===== config.mk =====
export PLATFORM = sky130hd
export DESIGN_NAME = alu4_cmd_driver
export DESIGN_NICKNAME = d
export VERILOG_FILES = /design/src/rtl/alu4_cmd_driver.sv
export SDC_FILE = /design/constraint.sdc
export NUM_CORES = 1
export LEC_CHECK = 0
export ABC_AREA = 1
export CAP_MARGIN = 30
export CORE_MARGIN = 2
export CORE_UTILIZATION = 54
export DETAILED_ROUTE_END_ITERATION = 10
export HOLD_SLACK_MARGIN = 0.05
export PLACE_DENSITY_LB_ADDON = 0.08
export SLEW_MARGIN = 10
export SYNTH_ARGS = -nofsm -noshare
export SYNTH_HDL_FRONTEND = slang
export SYNTH_SLANG_ARGS = --single-unit
export TNS_END_PERCENT = 100

===== constraint.sdc =====
create_clock -name clk -period 2.7 [get_ports clk]
set_clock_uncertainty 0.1 [all_clocks]
set_input_delay 0.675 -clock clk [delete_from_list [all_inputs] [get_ports clk]]
set_output_delay 0.675 -clock clk [all_outputs]
set_load 0.02 [all_outputs]

===== src/rtl/alu4_cmd_driver.sv =====
// Command FIFO feeding an external combinational 4-bit ALU one command at a time, with a
// registered valid/ready response port. Define ALU4_ZERO_FLAG_EN to add the rsp_zero output.
module alu4_cmd_driver #(
    parameter int unsigned DEPTH = 4,
    parameter int unsigned CNT_W = 3
) (
    input  logic             clk,
    input  logic             rst_n,
    input  logic             cmd_valid,
    output logic             cmd_ready,
    input  logic [3:0]       cmd_a,
    input  logic [3:0]       cmd_b,
    input  logic [1:0]       cmd_op,
    output logic [3:0]       alu_a,
    output logic [3:0]       alu_b,
    output logic [1:0]       alu_op,
    input  logic [3:0]       alu_result,
    input  logic             alu_cout,
    output logic             rsp_valid,
    input  logic             rsp_ready,
    output logic [3:0]       rsp_result,
    output logic             rsp_cout,
`ifdef ALU4_ZERO_FLAG_EN
    output logic             rsp_zero,
`endif
    output logic             busy,
    output logic [CNT_W-1:0] fifo_count
);

    localparam int unsigned PTR_W = (DEPTH > 1) ? $clog2(DEPTH) : 1;

    typedef enum logic [1:0] {StIdle, StIssue, StResp} state_e;

    state_e           state_q, state_d;
    logic [9:0]       mem_q [DEPTH];
    logic [9:0]       head;
    logic [PTR_W-1:0] wr_ptr_q, rd_ptr_q;
    logic [CNT_W-1:0] count_q, count_d;
    logic             push, pop, fifo_empty;
    logic             capture_rsp, clear_rsp;
    logic [3:0]       alu_a_q, alu_b_q;
    logic [1:0]       alu_op_q;
    logic             rsp_valid_q, rsp_cout_q;
    logic [3:0]       rsp_result_q;

    assign fifo_empty = (count_q == '0);
    // Registered count only: a pop in the same cycle never frees a slot for a push.
    assign cmd_ready  = (count_q != CNT_W'(DEPTH));
    assign push       = cmd_valid & cmd_ready;
    assign head       = mem_q[rd_ptr_q];

    // State register
    always_ff @(posedge clk or negedge rst_n) begin
        if (!rst_n) begin
            state_q <= StIdle;
        end else begin
            state_q <= state_d;
        end
    end

    // Next-state logic
    always_comb begin
        state_d = state_q;
        unique case (state_q)
            StIdle:  if (!fifo_empty) state_d = StIssue;
            StIssue: state_d = StResp;
            StResp:  if (rsp_ready) state_d = fifo_empty ? StIdle : StIssue;
            default: state_d = StIdle;
        endcase
    end

    // FSM outputs
    always_comb begin
        pop         = 1'b0;
        capture_rsp = 1'b0;
        clear_rsp   = 1'b0;
        unique case (state_q)
            StIdle:  pop = !fifo_empty;
            StIssue: capture_rsp = 1'b1;
            StResp: begin
                clear_rsp = rsp_ready;
                pop       = rsp_ready & !fifo_empty;
            end
            default: ;
        endcase
    end

    always_comb begin
        count_d = count_q;
        case ({push, pop})
            2'b10:   count_d = count_q + CNT_W'(1);
            2'b01:   count_d = count_q - CNT_W'(1);
            default: ;
        endcase
    end

    always_ff @(posedge clk or negedge rst_n) begin
        if (!rst_n) begin
            wr_ptr_q <= '0;
            rd_ptr_q <= '0;
            count_q  <= '0;
        end else begin
            if (push) wr_ptr_q <= wr_ptr_q + PTR_W'(1);
            if (pop)  rd_ptr_q <= rd_ptr_q + PTR_W'(1);
            count_q <= count_d;
        end
    end

    // Storage needs no reset; only entries behind the pointers are ever read.
    always_ff @(posedge clk) begin
        if (push) mem_q[wr_ptr_q] <= {cmd_op, cmd_a, cmd_b};
    end

    always_ff @(posedge clk or negedge rst_n) begin
        if (!rst_n) begin
            alu_a_q  <= '0;
            alu_b_q  <= '0;
            alu_op_q <= '0;
        end else if (pop) begin
            alu_op_q <= head[9:8];
            alu_a_q  <= head[7:4];
            alu_b_q  <= head[3:0];
        end
    end

    always_ff @(posedge clk or negedge rst_n) begin
        if (!rst_n) begin
            rsp_valid_q  <= 1'b0;
            rsp_result_q <= '0;
            rsp_cout_q   <= 1'b0;
        end else if (capture_rsp) begin
            rsp_valid_q  <= 1'b1;
            rsp_result_q <= alu_result;
            rsp_cout_q   <= alu_cout;
        end else if (clear_rsp) begin
            rsp_valid_q  <= 1'b0;
        end
    end

`ifdef ALU4_ZERO_FLAG_EN
    logic rsp_zero_q;

    always_ff @(posedge clk or negedge rst_n) begin
        if (!rst_n) begin
            rsp_zero_q <= 1'b0;
        end else if (capture_rsp) begin
            rsp_zero_q <= (alu_result == 4'h0);
        end
    end

    assign rsp_zero = rsp_zero_q;
`endif

    assign alu_a      = alu_a_q;
    assign alu_b      = alu_b_q;
    assign alu_op     = alu_op_q;
    assign rsp_valid  = rsp_valid_q;
    assign rsp_result = rsp_result_q;
    assign rsp_cout   = rsp_cout_q;
    assign busy       = (state_q != StIdle) || !fifo_empty;
    assign fifo_count = count_q;

endmodule

==> reports/metrics.csv <==
metric;value;unit
outcome;finished clean;
cts_buffers;9;
slew_headroom;65.1;%
yosysTopAreaCell;edfxtp_1;
maxCapViolCount;0;
rsz0062_at_grt;false;
cts.clk_slew.worst_paths;0.07;ns
max-vdd-ir-drop;0.563;mV
worst_hold_slack;0.372;ns
synth.most_common_cell;nand2_1;
syn_inst;288;
cts_resized;0;
pwr-share-seq;38.8;%
finalPower;4.02;mW
ys.flop_type;edfxtp_1;
grt_pass1_vias;1787;
finalCritPeriodShare;91.8;%
clk-insertion-delay-late;0.33;ns
worstHoldPathType;reg -> reg;
worstReg2RegStart;fifo_count[0];
timing.fmax;403;MHz
start_kind;register;
place_congestion;0.700;
grt_pass1_wl;8210;um
drt_first_pass_iters;4;
async_reset_ff_share;38.5;%
routed_wl;4800;um
regArea;0.00183;mm^2
synth-edff-count;40;
finalHoldViolCount;0;
synth_top_area_share;42.6;%
core-area;0.00507;mm^2
cts.sinks;65;
rows;26;
postCtsHoldBufs;0;
crit_start;fifo_count[0];
power_frac_clock;19.9;%
ys_top_cells_by_count;107 x nand2_1, 58 x inv_1, 40 x edfxtp_1, 27 x nand3_1, 25 x dfrtp_1;
h-tree-depth;3;
swShare;38.5;%
routedWlPerCell;11.6;um
start_util;55.5;%
ys_types;20;
drt_iter0_drc;102;
combPwrFrac;41.3;%
die_w;76.3;um
tightest_slew;0.524;ns
p_leak;1.67;nW
grt_use_total;18.4;%
critPathKind;reg -> out;
vias_per_cell;4.53;
p_per_area;1150;mW/mm^2
intPower;2.47;mW
ys_seq_elements;65;
fillCellCount;419;
cts_tree;done;
io_buffers;39;
grt_overflow_total;0;
ys_top_cells_by_area;edfxtp_1 43%, dfrtp_1 22%, nand2_1 14%;
synth-seq-area-share;64.8;%
setup_viol;0;
grt_start_max_net_pins;26;
regToRegSetupSlack;0.76;ns
diodes;0;
multiInputGateArea;723;um^2
cts_root_buf;clkbuf_8;
cts_setup_buffers;0;
ant_nets;0;
arrival;1.70;ns
crit_fanout;4;
syn2layout_area_growth;24.2;%
fin_tns_setup;0;ns
hpwlAfterDp;3190;um
netlist_area;0.00282;mm^2
slew_violations;0;
layout-drive-gt1-share;8.16;%
r2r_cells;8;
syn_nets;313;
r2r-end;fifo_count[2];
clockBufferDepth;2;
vias;1871;
drcViolationCount;0;
fin_crit;2.48;ns
antenna_found_initial;0;
critPathCapture;busy;
cp-end-kind;primary output;
ys_warn_count;0;
required;1.92;ns
die_h;76.3;um
die_area;0.00581;mm^2
fin_nets;363;
syn_area_per_cell;9.79;um^2
ios;40;
switchingPower;1.55;mW
[worst max-delay path: stages, from the launching register on]
cell and delay [ns]:
dfrtp_1 0.43, inv_1 0.11, nand3_2 0.09, inv_1 0.13, nand3_1 0.08, clkdlybuf4s50_1 0.54
[flip-flops by register name, indices dropped and copies added (netlist names)]
| signal | cells |
|---|---|
| alu_op | 2 |
| state_q | 2 |
| rsp_valid | 1 |
| fifo_count | 3 |
| mem_q | 40 |
| alu_a | 4 |
| rsp_cout | 1 |
| rd_ptr_q | 2 |
| rsp_result | 4 |
| alu_b | 4 |
| wr_ptr_q | 2 |
[cell families (layout without fill, tap and decap cells)]
group	count (synthesis)	after routing	synth area share [%]
simple gates	143	143	20.8
buf+inv	67	122	9.54
flops	65	65	64.8
fa+ha+maj	6	6	2.93
xor+xnor	4	4	1.24
compound gates	3	3	0.666
[metal layers]
metal | track usage, % | wire length (um) | vias to the layer above
li1 | - | - | 982
met1 | 24.3 | 2270 | 835
met2 | 29.1 | 2220 | 47
met3 | 4.62 | 233 | 7
met4 | 8.18 | 74 | 0
met5 | 0 | 0 | -
[cell usage in the layout, fill, tap and decap left out]
| cell type | n |
|---|---|
| clkdlybuf4s50_1 | 39 |
| ha_1 | 5 |
| inv_1 | 58 |
| clkinv_1 | 1 |
| xnor2_1 | 1 |
| o21ai_2 | 1 |
| nand3_1 | 27 |
| edfxtp_1 | 40 |
| buf_4 | 7 |
| inv_2 | 1 |
| nor2_4 | 1 |
| nand2_1 | 107 |
| nor2_1 | 6 |
| clkinvlp_4 | 3 |
| nand2_2 | 1 |
| o21ai_0 | 2 |
| xor2_1 | 3 |
| clkinv_2 | 2 |
| clkbuf_8 | 9 |
| dfrtp_1 | 25 |
| bufinv_16 | 1 |
| fa_1 | 1 |
| clkinv_4 | 1 |
| nand3_2 | 1 |
[layout make-up]
cell class / count / share of cell area, %
clock buffers: 9 / 3.54
clock inverters: 7 / 2.04
inverters: 60 / 6.43
multi-input cells: 156 / 20.7
flip-flops and latches: 65 / 52.2
well taps: 70 / 2.50
repair buffers: 46 / 12.7
[worst min path at each step]
| stage | startpoint | depth (start not counted) | to | slack [ns] |
|---|---|---|---|---|
| 6_report | rsp_result[3] | 2 | rsp_result[3] | 0.37 |
| 3_5_place_dp | rsp_result[3] | 2 | rsp_result[3] | 0.36 |
| 5_1_grt | rsp_cout | 2 | rsp_cout | 0.39 |
| 3_3_place_gp | rsp_result[3] | 2 | rsp_result[3] | 0.35 |
| 2_1_floorplan | rst_n | 0 | alu_a[0] | 0.28 |
| 4_1_cts | rsp_cout | 2 | rsp_cout | 0.38 |
[per-stage QoR]
| step | instances | setup WS (ns) | instance area, um^2 | utilization, % |
|---|---|---|---|---|
| 5_1_grt | 413 | 0.111 | 3500 | 69.0 |
| 3_5_place_dp | 397 | 0.155 | 3310 | 65.1 |
| 2_1_floorplan | 288 | 0.545 | 2820 | - |
| 4_1_cts | 413 | 0.189 | 3500 | 69.0 |
| 6_report | 413 | 0.221 | 3500 | 69.0 |
| 3_3_place_gp | 397 | 0.174 | 3310 | 65.1 |
[power groups by stage]
stage	sequential [mW]	combinational [mW]	clock, mW
final	1.56	1.66	0.800
after global routing	1.60	1.88	0.861
after CTS	1.56	1.69	0.823
after detailed placement	1.58	1.68	0
after global placement	1.58	1.65	0
after floorplan	1.71	0.964	0
Power figures use the tool's default switching activity.
